File: config.mk
export PLATFORM = sky130hd
export DESIGN_NAME = eight_bit_wallace_tree_bank_flat
export DESIGN_NICKNAME = d
export VERILOG_FILES = /design/src/rtl/eight_bit_wallace_tree_bank_pkg.sv /design/src/rtl/eight_bit_wallace_tree_bank_if.sv /design/src/rtl/eight_bit_wallace_tree_bank_full_adder.sv /design/src/rtl/eight_bit_wallace_tree_bank.sv /design/src/flat_wrapper.sv
export SDC_FILE = /design/constraint.sdc
export NUM_CORES = 1
export LEC_CHECK = 0
export BUFFER_PORTS_ARGS = -buffer_cell sky130_fd_sc_hd__buf_2
export CAP_MARGIN = 20
export CELL_PAD_IN_SITES_DETAIL_PLACEMENT = 1
export CELL_PAD_IN_SITES_GLOBAL_PLACEMENT = 2
export CORE_AREA = 2 2 160 162
export DETAILED_ROUTE_END_ITERATION = 12
export DIE_AREA = 0 0 162 164
export PLACE_DENSITY = 0.8
export REMOVE_ABC_BUFFERS = 1
export SETUP_SLACK_MARGIN = 0.4
export SLEW_MARGIN = 20
export SYNTH_ARGS = -nofsm -noshare
export SYNTH_HDL_FRONTEND = slang
export SYNTH_HIERARCHICAL = 1
export SYNTH_SLANG_ARGS = --single-unit
File: constraint.sdc
create_clock -name clk -period 0.8 [get_ports clk]
set_input_delay 0.04 -clock clk [delete_from_list [all_inputs] [get_ports clk]]
set_output_delay 0.04 -clock clk [all_outputs]
set_load 0.02 [all_outputs]
File: src/rtl/eight_bit_wallace_tree_bank_pkg.sv
// Shared widths, result payload and reduction-tree wiring tables.
package eight_bit_wallace_tree_bank_pkg;

  localparam int unsigned OP_W      = 8;
  localparam int unsigned PROD_W    = 16;
  localparam int unsigned APPROX_LO = 8;
  localparam int unsigned N_CSA     = 6;
  localparam int unsigned POOL_N    = 8 + 2 * N_CSA;

  typedef struct packed {
    logic [PROD_W-1:0] exact;
    logic [PROD_W-1:0] approx;
    logic [PROD_W-1:0] arr;
    logic [PROD_W-1:0] err;
  } result_t;

  // Row pool: 0..7 are partial-product rows, CSA c writes sum to 8+2c and carry to 9+2c.
  // Wallace grouping 8 -> 6 -> 4 -> 3 -> 2 rows; rows 18/19 feed the final adder.
  function automatic int unsigned csa_src(input int unsigned c, input int unsigned k);
    int unsigned r;
    r = 0;
    case (c)
      0: r = k;
      1: r = 3 + k;
      2: r = 8 + k;
      3: r = (k == 0) ? 11 : ((k == 1) ? 6 : 7);
      4: r = 12 + k;
      5: r = (k == 0) ? 16 : ((k == 1) ? 17 : 15);
      default: r = 0;
    endcase
    return r;
  endfunction

  // Multiplicand bits of row j whose weight lands in the upper (exact) region.
  function automatic logic [OP_W-1:0] approx_mask(input int unsigned j);
    logic [OP_W-1:0] m;
    for (int unsigned i = 0; i < OP_W; i++) begin
      m[i] = ((i + j) >= APPROX_LO);
    end
    return m;
  endfunction

endpackage

File: src/rtl/eight_bit_wallace_tree_bank_if.sv
// Operand/result bus between a driver and the multiplier bank.
interface eight_bit_wallace_tree_bank_if;
  import eight_bit_wallace_tree_bank_pkg::*;

  logic              in_valid;
  logic [OP_W-1:0]   A;
  logic [OP_W-1:0]   B;
  logic              out_valid;
  logic [PROD_W-1:0] S_tree_exact;
  logic [PROD_W-1:0] S_tree_approx;
  logic [PROD_W-1:0] S_array;
  logic [PROD_W-1:0] err_mag;

  modport master (
    output in_valid, A, B,
    input  out_valid, S_tree_exact, S_tree_approx, S_array, err_mag
  );

  modport slave (
    input  in_valid, A, B,
    output out_valid, S_tree_exact, S_tree_approx, S_array, err_mag
  );
endinterface

File: src/rtl/eight_bit_wallace_tree_bank_full_adder.sv
// One-bit 3:2 compressor shared by every reduction and ripple row.
module full_adder (
  input  logic a,
  input  logic b,
  input  logic cin,
  output logic sum,
  output logic cout
);
  assign sum  = a ^ b ^ cin;
  assign cout = (a & b) | (a & cin) | (b & cin);
endmodule

File: src/rtl/eight_bit_wallace_tree_bank.sv
// Exact Wallace, approximate Wallace and array 8x8 multipliers with one registered output stage.
module eight_bit_wallace_tree_bank
  import eight_bit_wallace_tree_bank_pkg::*;
(
  input  logic clk,
  input  logic rst_n,
  eight_bit_wallace_tree_bank_if.slave bus
);

  localparam int unsigned N_ADD = 9;

  logic [OP_W-1:0]   w_a;
  logic [OP_W-1:0]   w_b;
  logic [PROD_W-1:0] w_pool  [2][POOL_N];
  logic [PROD_W-1:0] w_add_a [N_ADD];
  logic [PROD_W-1:0] w_add_b [N_ADD];
  logic [PROD_W-1:0] w_add_s [N_ADD];
  logic [APPROX_LO-1:0] w_lo;
  result_t           w_res;
  result_t           r_res;
  logic              r_out_valid;

  assign w_a = bus.A;
  assign w_b = bus.B;

  // Partial-product rows: tree 0 keeps all bits, tree 1 keeps only the upper-region bits.
  for (genvar j = 0; j < OP_W; j++) begin : g_pp
    localparam logic [OP_W-1:0] MASK = approx_mask(j);
    assign w_pool[0][j] = PROD_W'(w_a & {OP_W{w_b[j]}}) << j;
    assign w_pool[1][j] = PROD_W'(w_a & MASK & {OP_W{w_b[j]}}) << j;
  end

  // Carry-save reduction stages for both trees.
  for (genvar t = 0; t < 2; t++) begin : g_tree
    for (genvar c = 0; c < N_CSA; c++) begin : g_csa
      localparam int unsigned X = csa_src(c, 0);
      localparam int unsigned Y = csa_src(c, 1);
      localparam int unsigned Z = csa_src(c, 2);
      logic [PROD_W-1:0] w_sum;
      logic [PROD_W-2:0] w_co;
      for (genvar k = 0; k < PROD_W - 1; k++) begin : g_bit
        full_adder u_fa (
          .a    (w_pool[t][X][k]),
          .b    (w_pool[t][Y][k]),
          .cin  (w_pool[t][Z][k]),
          .sum  (w_sum[k]),
          .cout (w_co[k])
        );
      end
      // Top-bit carry would be weight 2^16, impossible for an 8x8 product.
      assign w_sum[PROD_W-1] = w_pool[t][X][PROD_W-1] ^ w_pool[t][Y][PROD_W-1] ^ w_pool[t][Z][PROD_W-1];
      assign w_pool[t][8 + 2 * c] = w_sum;
      assign w_pool[t][9 + 2 * c] = {w_co, 1'b0};
    end
  end

  // Ripple adders: 0..6 form the shift-and-add array, 7/8 are the tree carry-propagate adders.
  for (genvar n = 0; n < N_ADD; n++) begin : g_add
    logic [PROD_W-1:0] w_c;
    if (n == 0) begin : g_first
      assign w_add_a[n] = w_pool[0][0];
      assign w_add_b[n] = w_pool[0][1];
    end else if (n < OP_W - 1) begin : g_row
      assign w_add_a[n] = w_add_s[n-1];
      assign w_add_b[n] = w_pool[0][n+1];
    end else begin : g_cpa
      assign w_add_a[n] = w_pool[n-(OP_W-1)][POOL_N-2];
      assign w_add_b[n] = w_pool[n-(OP_W-1)][POOL_N-1];
    end
    assign w_c[0] = 1'b0;
    for (genvar k = 0; k < PROD_W - 1; k++) begin : g_bit
      full_adder u_fa (
        .a    (w_add_a[n][k]),
        .b    (w_add_b[n][k]),
        .cin  (w_c[k]),
        .sum  (w_add_s[n][k]),
        .cout (w_c[k+1])
      );
    end
    assign w_add_s[n][PROD_W-1] = w_add_a[n][PROD_W-1] ^ w_add_b[n][PROD_W-1] ^ w_c[PROD_W-1];
  end

  // Approximate lower columns: each output bit is the OR of its column's partial products.
  always_comb begin
    w_lo = '0;
    for (int unsigned i = 0; i < OP_W; i++) begin
      for (int unsigned j = 0; j < OP_W; j++) begin
        if ((i + j) < APPROX_LO) begin
          w_lo[3'(i + j)] = w_lo[3'(i + j)] | (w_a[i] & w_b[j]);
        end
      end
    end
  end

  // Upper-region sum has a zero low byte, so OR-ing in the lower bits is a concatenation.
  always_comb begin
    w_res        = '0;
    w_res.exact  = w_add_s[OP_W-1];
    w_res.approx = w_add_s[OP_W] | PROD_W'(w_lo);
    w_res.arr    = w_add_s[OP_W-2];
    w_res.err    = w_res.exact - w_res.approx;
  end

  // Output stage: capture on in_valid, hold otherwise.
  always_ff @(posedge clk or negedge rst_n) begin
    if (!rst_n) begin
      r_out_valid <= 1'b0;
      r_res       <= '0;
    end else begin
      r_out_valid <= bus.in_valid;
      if (bus.in_valid) begin
        r_res <= w_res;
      end
    end
  end

  assign bus.out_valid     = r_out_valid;
  assign bus.S_tree_exact  = r_res.exact;
  assign bus.S_tree_approx = r_res.approx;
  assign bus.S_array       = r_res.arr;
  assign bus.err_mag       = r_res.err;

endmodule

File: src/flat_wrapper.sv
// flat-port wrapper written by rule: the top's interface ports become plain ports
module eight_bit_wallace_tree_bank_flat import eight_bit_wallace_tree_bank_pkg::*;
  (clk, rst_n, bus_in_valid, bus_A, bus_B, bus_out_valid, bus_S_tree_exact, bus_S_tree_approx, bus_S_array, bus_err_mag);
  eight_bit_wallace_tree_bank_if bus_i ();
  input  logic clk;
  input  logic rst_n;
  input wire logic [$bits(bus_i.in_valid)-1:0] bus_in_valid;
  input wire logic [$bits(bus_i.A)-1:0] bus_A;
  input wire logic [$bits(bus_i.B)-1:0] bus_B;
  output wire logic [$bits(bus_i.out_valid)-1:0] bus_out_valid;
  output wire logic [$bits(bus_i.S_tree_exact)-1:0] bus_S_tree_exact;
  output wire logic [$bits(bus_i.S_tree_approx)-1:0] bus_S_tree_approx;
  output wire logic [$bits(bus_i.S_array)-1:0] bus_S_array;
  output wire logic [$bits(bus_i.err_mag)-1:0] bus_err_mag;
  assign bus_i.in_valid = bus_in_valid;
  assign bus_i.A = bus_A;
  assign bus_i.B = bus_B;
  assign bus_out_valid = bus_i.out_valid;
  assign bus_S_tree_exact = bus_i.S_tree_exact;
  assign bus_S_tree_approx = bus_i.S_tree_approx;
  assign bus_S_array = bus_i.S_array;
  assign bus_err_mag = bus_i.err_mag;
  eight_bit_wallace_tree_bank u_core (.clk(clk), .rst_n(rst_n), .bus(bus_i));
endmodule
==> impl_metrics.tcl <==
set metrics [dict create \
    yosys.cell_types.count 45 \
    insertion_delay_ns 0.35 \
    max_slew_margin 0.638 \
    fmax_ghz 0.112 \
    coreArea_um2 24800 \
    path_common_cell "fa_2" \
    drive_above_1_share 0.421 \
    fin_ws_ns -8.13 \
    grt_use_met2 0.435 \
    yosys_warnings 6 \
    critPathLaunchType "input pin" \
    htreeDepth 3 \
    clockBufferDepth 2 \
    finalSetupTns_ns -247.28 \
    fin_hold_ws_ns -0.440 \
    ys_seq_area_frac 0.162 \
    syn_to_final_growth_pct 46.2 \
    antenna_cells 0 \
    period_needed_ns 8.93 \
    critPathArrivalTime_ns 9.16 \
    fillers 2489 \
    maxSlewViolCount 0 \
    rsz0062_at_grt "yes" \
    post-route-drc-count 0 \
    cts_tree "yes" \
    top_usage_layer "met2" \
    dp_hpwl_um 20900 \
    vias 6813 \
    gr-usage-all-layers 0.214 \
    io_pins 84 \
    start_util 0.405 \
    die_w_um 162 \
    grt_start_max_net_pins 43 \
    crit_fanout 2 \
    drt_wl_total_um 27900 \
    drtIter0Drc 167 \
    layout_commonest_cell "fa_1" \
    clock_sink_count 65 \
    final_antenna_net_count 0 \
    gp_congestion 0.838 \
    via_per_inst 4.57 \
    avgSynthCellArea_um2 15.1 \
    syn_inst 667 \
    rows 58 \
    grt_pass1_vias 8555 \
    path_clk_slew_ns 0.07 \
    met1_usage 0.222 \
    gr-total-overflow 0 \
    maxCapViolCount 0 \
    setup_viol 128 \
    grt_pass1_wl_um 43000 \
    die-area_um2 26600 \
    endpoint_kind "flop" \
    min_path_type "in -> async" \
    cp.required_ns 1.03 \
    critPathKind "in -> reg" \
    syn_area_um2 10100 \
    synth-seq-cells 65 \
    fin_skew_ns 0 \
    r2r_cells 3 \
    die_h_um 164 \
    cp_slowest_cell "fa_2" \
    firstDrtPassIters 4 \
    finalNetCount 1505 \
    worst-slew-pin-transition_ns 0.540 \
    antenna_found_initial 0 \
    violations "negative hold slack, negative setup slack" \
    cts_buffers 9 \
    use_met3 0.0275 \
    port_buffers 83 \
    finalCritPeriodShare 11.2 \
    critPathMaxStageDelay_ns 0.62 \
    wl_per_cell_um 18.7 \
    final_cell_mix "236 x fa_1, 225 x conb_1, 148 x buf_4, 99 x buf_6, 80 x fa_2" \
    cts_root_buf "clkbuf_16" \
    outcome "complete, but fails checks" \
    hold_violations 65 \
]
synthesized netlist by cell type (all sizes together):
cell type | count | area (um^2)
nor3 | 8 | 45.0
dfrtp | 65 | 1630
o311ai | 2 | 17.5
o31a | 2 | 17.5
and3 | 1 | 6.26
nand2 | 10 | 37.5
fa | 316 | 6330
a21o | 4 | 30.0
o41ai | 1 | 16.3
or3 | 2 | 12.5
mux2 | 46 | 518
inv | 13 | 48.8
o21ai | 9 | 45.0
o2111ai | 1 | 8.76
o21a | 5 | 37.5
xnor2 | 20 | 175
nor4b | 2 | 17.5
clkbuf | 9 | 33.8
xor2 | 8 | 70.1
nand2b | 1 | 6.26
o31ai | 2 | 15.0
and2 | 64 | 413
nand4 | 2 | 12.5
a32oi | 1 | 8.76
ha | 15 | 188
or4b | 1 | 10.0
a21oi | 18 | 90.1
o211ai | 2 | 15.0
or4 | 2 | 15.0
nand3b | 1 | 7.51
nor2 | 18 | 67.6
conb | 1 | 3.75
a21boi | 2 | 15.0
nor2b | 2 | 12.5
nor4 | 4 | 31.3
nor3b | 1 | 7.51
o211a | 1 | 10.0
or2 | 4 | 25.0
o2111a | 1 | 11.3
kinds of logic (layout without fill, tap and decap cells):
| logic type | after synthesis | after routing | synth area share |
|---|---|---|---|
| compound gates | 51 | 51 | 0.0336 |
| simple gates | 123 | 123 | 0.0723 |
| xor+xnor | 28 | 28 | 0.0244 |
| fa+ha+maj | 331 | 331 | 0.648 |
| other cells | 1 | 225 | 0.000373 |
| mux | 46 | 46 | 0.0515 |
| flops | 65 | 65 | 0.162 |
| buf+inv | 22 | 291 | 0.00821 |
cell type report:
type	instances	area, um^2	area share
Inverter	13	48.8	0.00332
Multi-Input combinational cell	804	9880	0.672
Sequential cell	65	1630	0.111
Clock buffer	9	225	0.0153
Tap cell	330	413	0.0281
Clock inverter	7	125	0.00851
Timing Repair Buffer	262	2390	0.162
registers in the layout (all words and copies together) (netlist names):
| register | count |
|---|---|
| u_core/bus.S_array | 16 |
| u_core/bus.S_tree_approx | 16 |
| u_core/bus.S_tree_exact | 16 |
| u_core/bus.err_mag | 16 |
| u_core/bus.out_valid | 1 |
worst max-delay path, delay by kind of cell:
family | cells | cell delay, ns
simple gates | 1 | 0.16
mux | 1 | 0.26
xor+xnor | 3 | 0.42
buf+inv | 1 | 0.09
fa+ha+maj | 20 | 8.17
routing by layer:
metal,part of all wire,vias up
met3,0.023,65
met2,0.61,142
met5,0,-
li1,-,2925
met4,0.040,0
met1,0.33,3681
timing repair:
action	in CTS	in global routing
hold endpoints to repair	65	65
pin swaps	105	44
setup endpoints to repair	129	130
buffers inserted	12	21
cloned	0	1
resized for setup	156	204
stage by stage:
step | cell area, um^2 | util | setup slack, ns | std cells
floorplan | 10900 | - | -8.72 | 882
global placement | 12800 | 0.516 | -9.11 | 1440
global route | 14700 | 0.592 | -8.35 | 1490
detailed placement | 12800 | 0.516 | -9.32 | 1440
finish | 14700 | 0.592 | -8.13 | 1490
CTS | 13800 | 0.558 | -8.20 | 1468
path summary, 6_finish.rpt:
kind	endpoint	start	slack, ns
max in group asynchronous	u_core/bus.S_tree_exact[9]$_DFFE_PN0P_	rst_n	0.78
setup / recovery	u_core/bus.S_array[15]$_DFFE_PN0P_	bus_B[0]	-8.13
setup reg to reg	u_core/bus.err_mag[12]$_DFFE_PN0P_	u_core/bus.err_mag[12]$_DFFE_PN0P_	-0.20
hold / removal	u_core/bus.S_tree_exact[5]$_DFFE_PN0P_	rst_n	-0.44
min in group clk	u_core/bus.S_tree_approx[2]$_DFFE_PN0P_	bus_in_valid	0.20
hold reg to reg	u_core/bus.err_mag[0]$_DFFE_PN0P_	u_core/bus.err_mag[0]$_DFFE_PN0P_	0.52
Power is not shown: default switching activity piles up to over one toggle a cycle in this logic, so the estimate is an artifact.
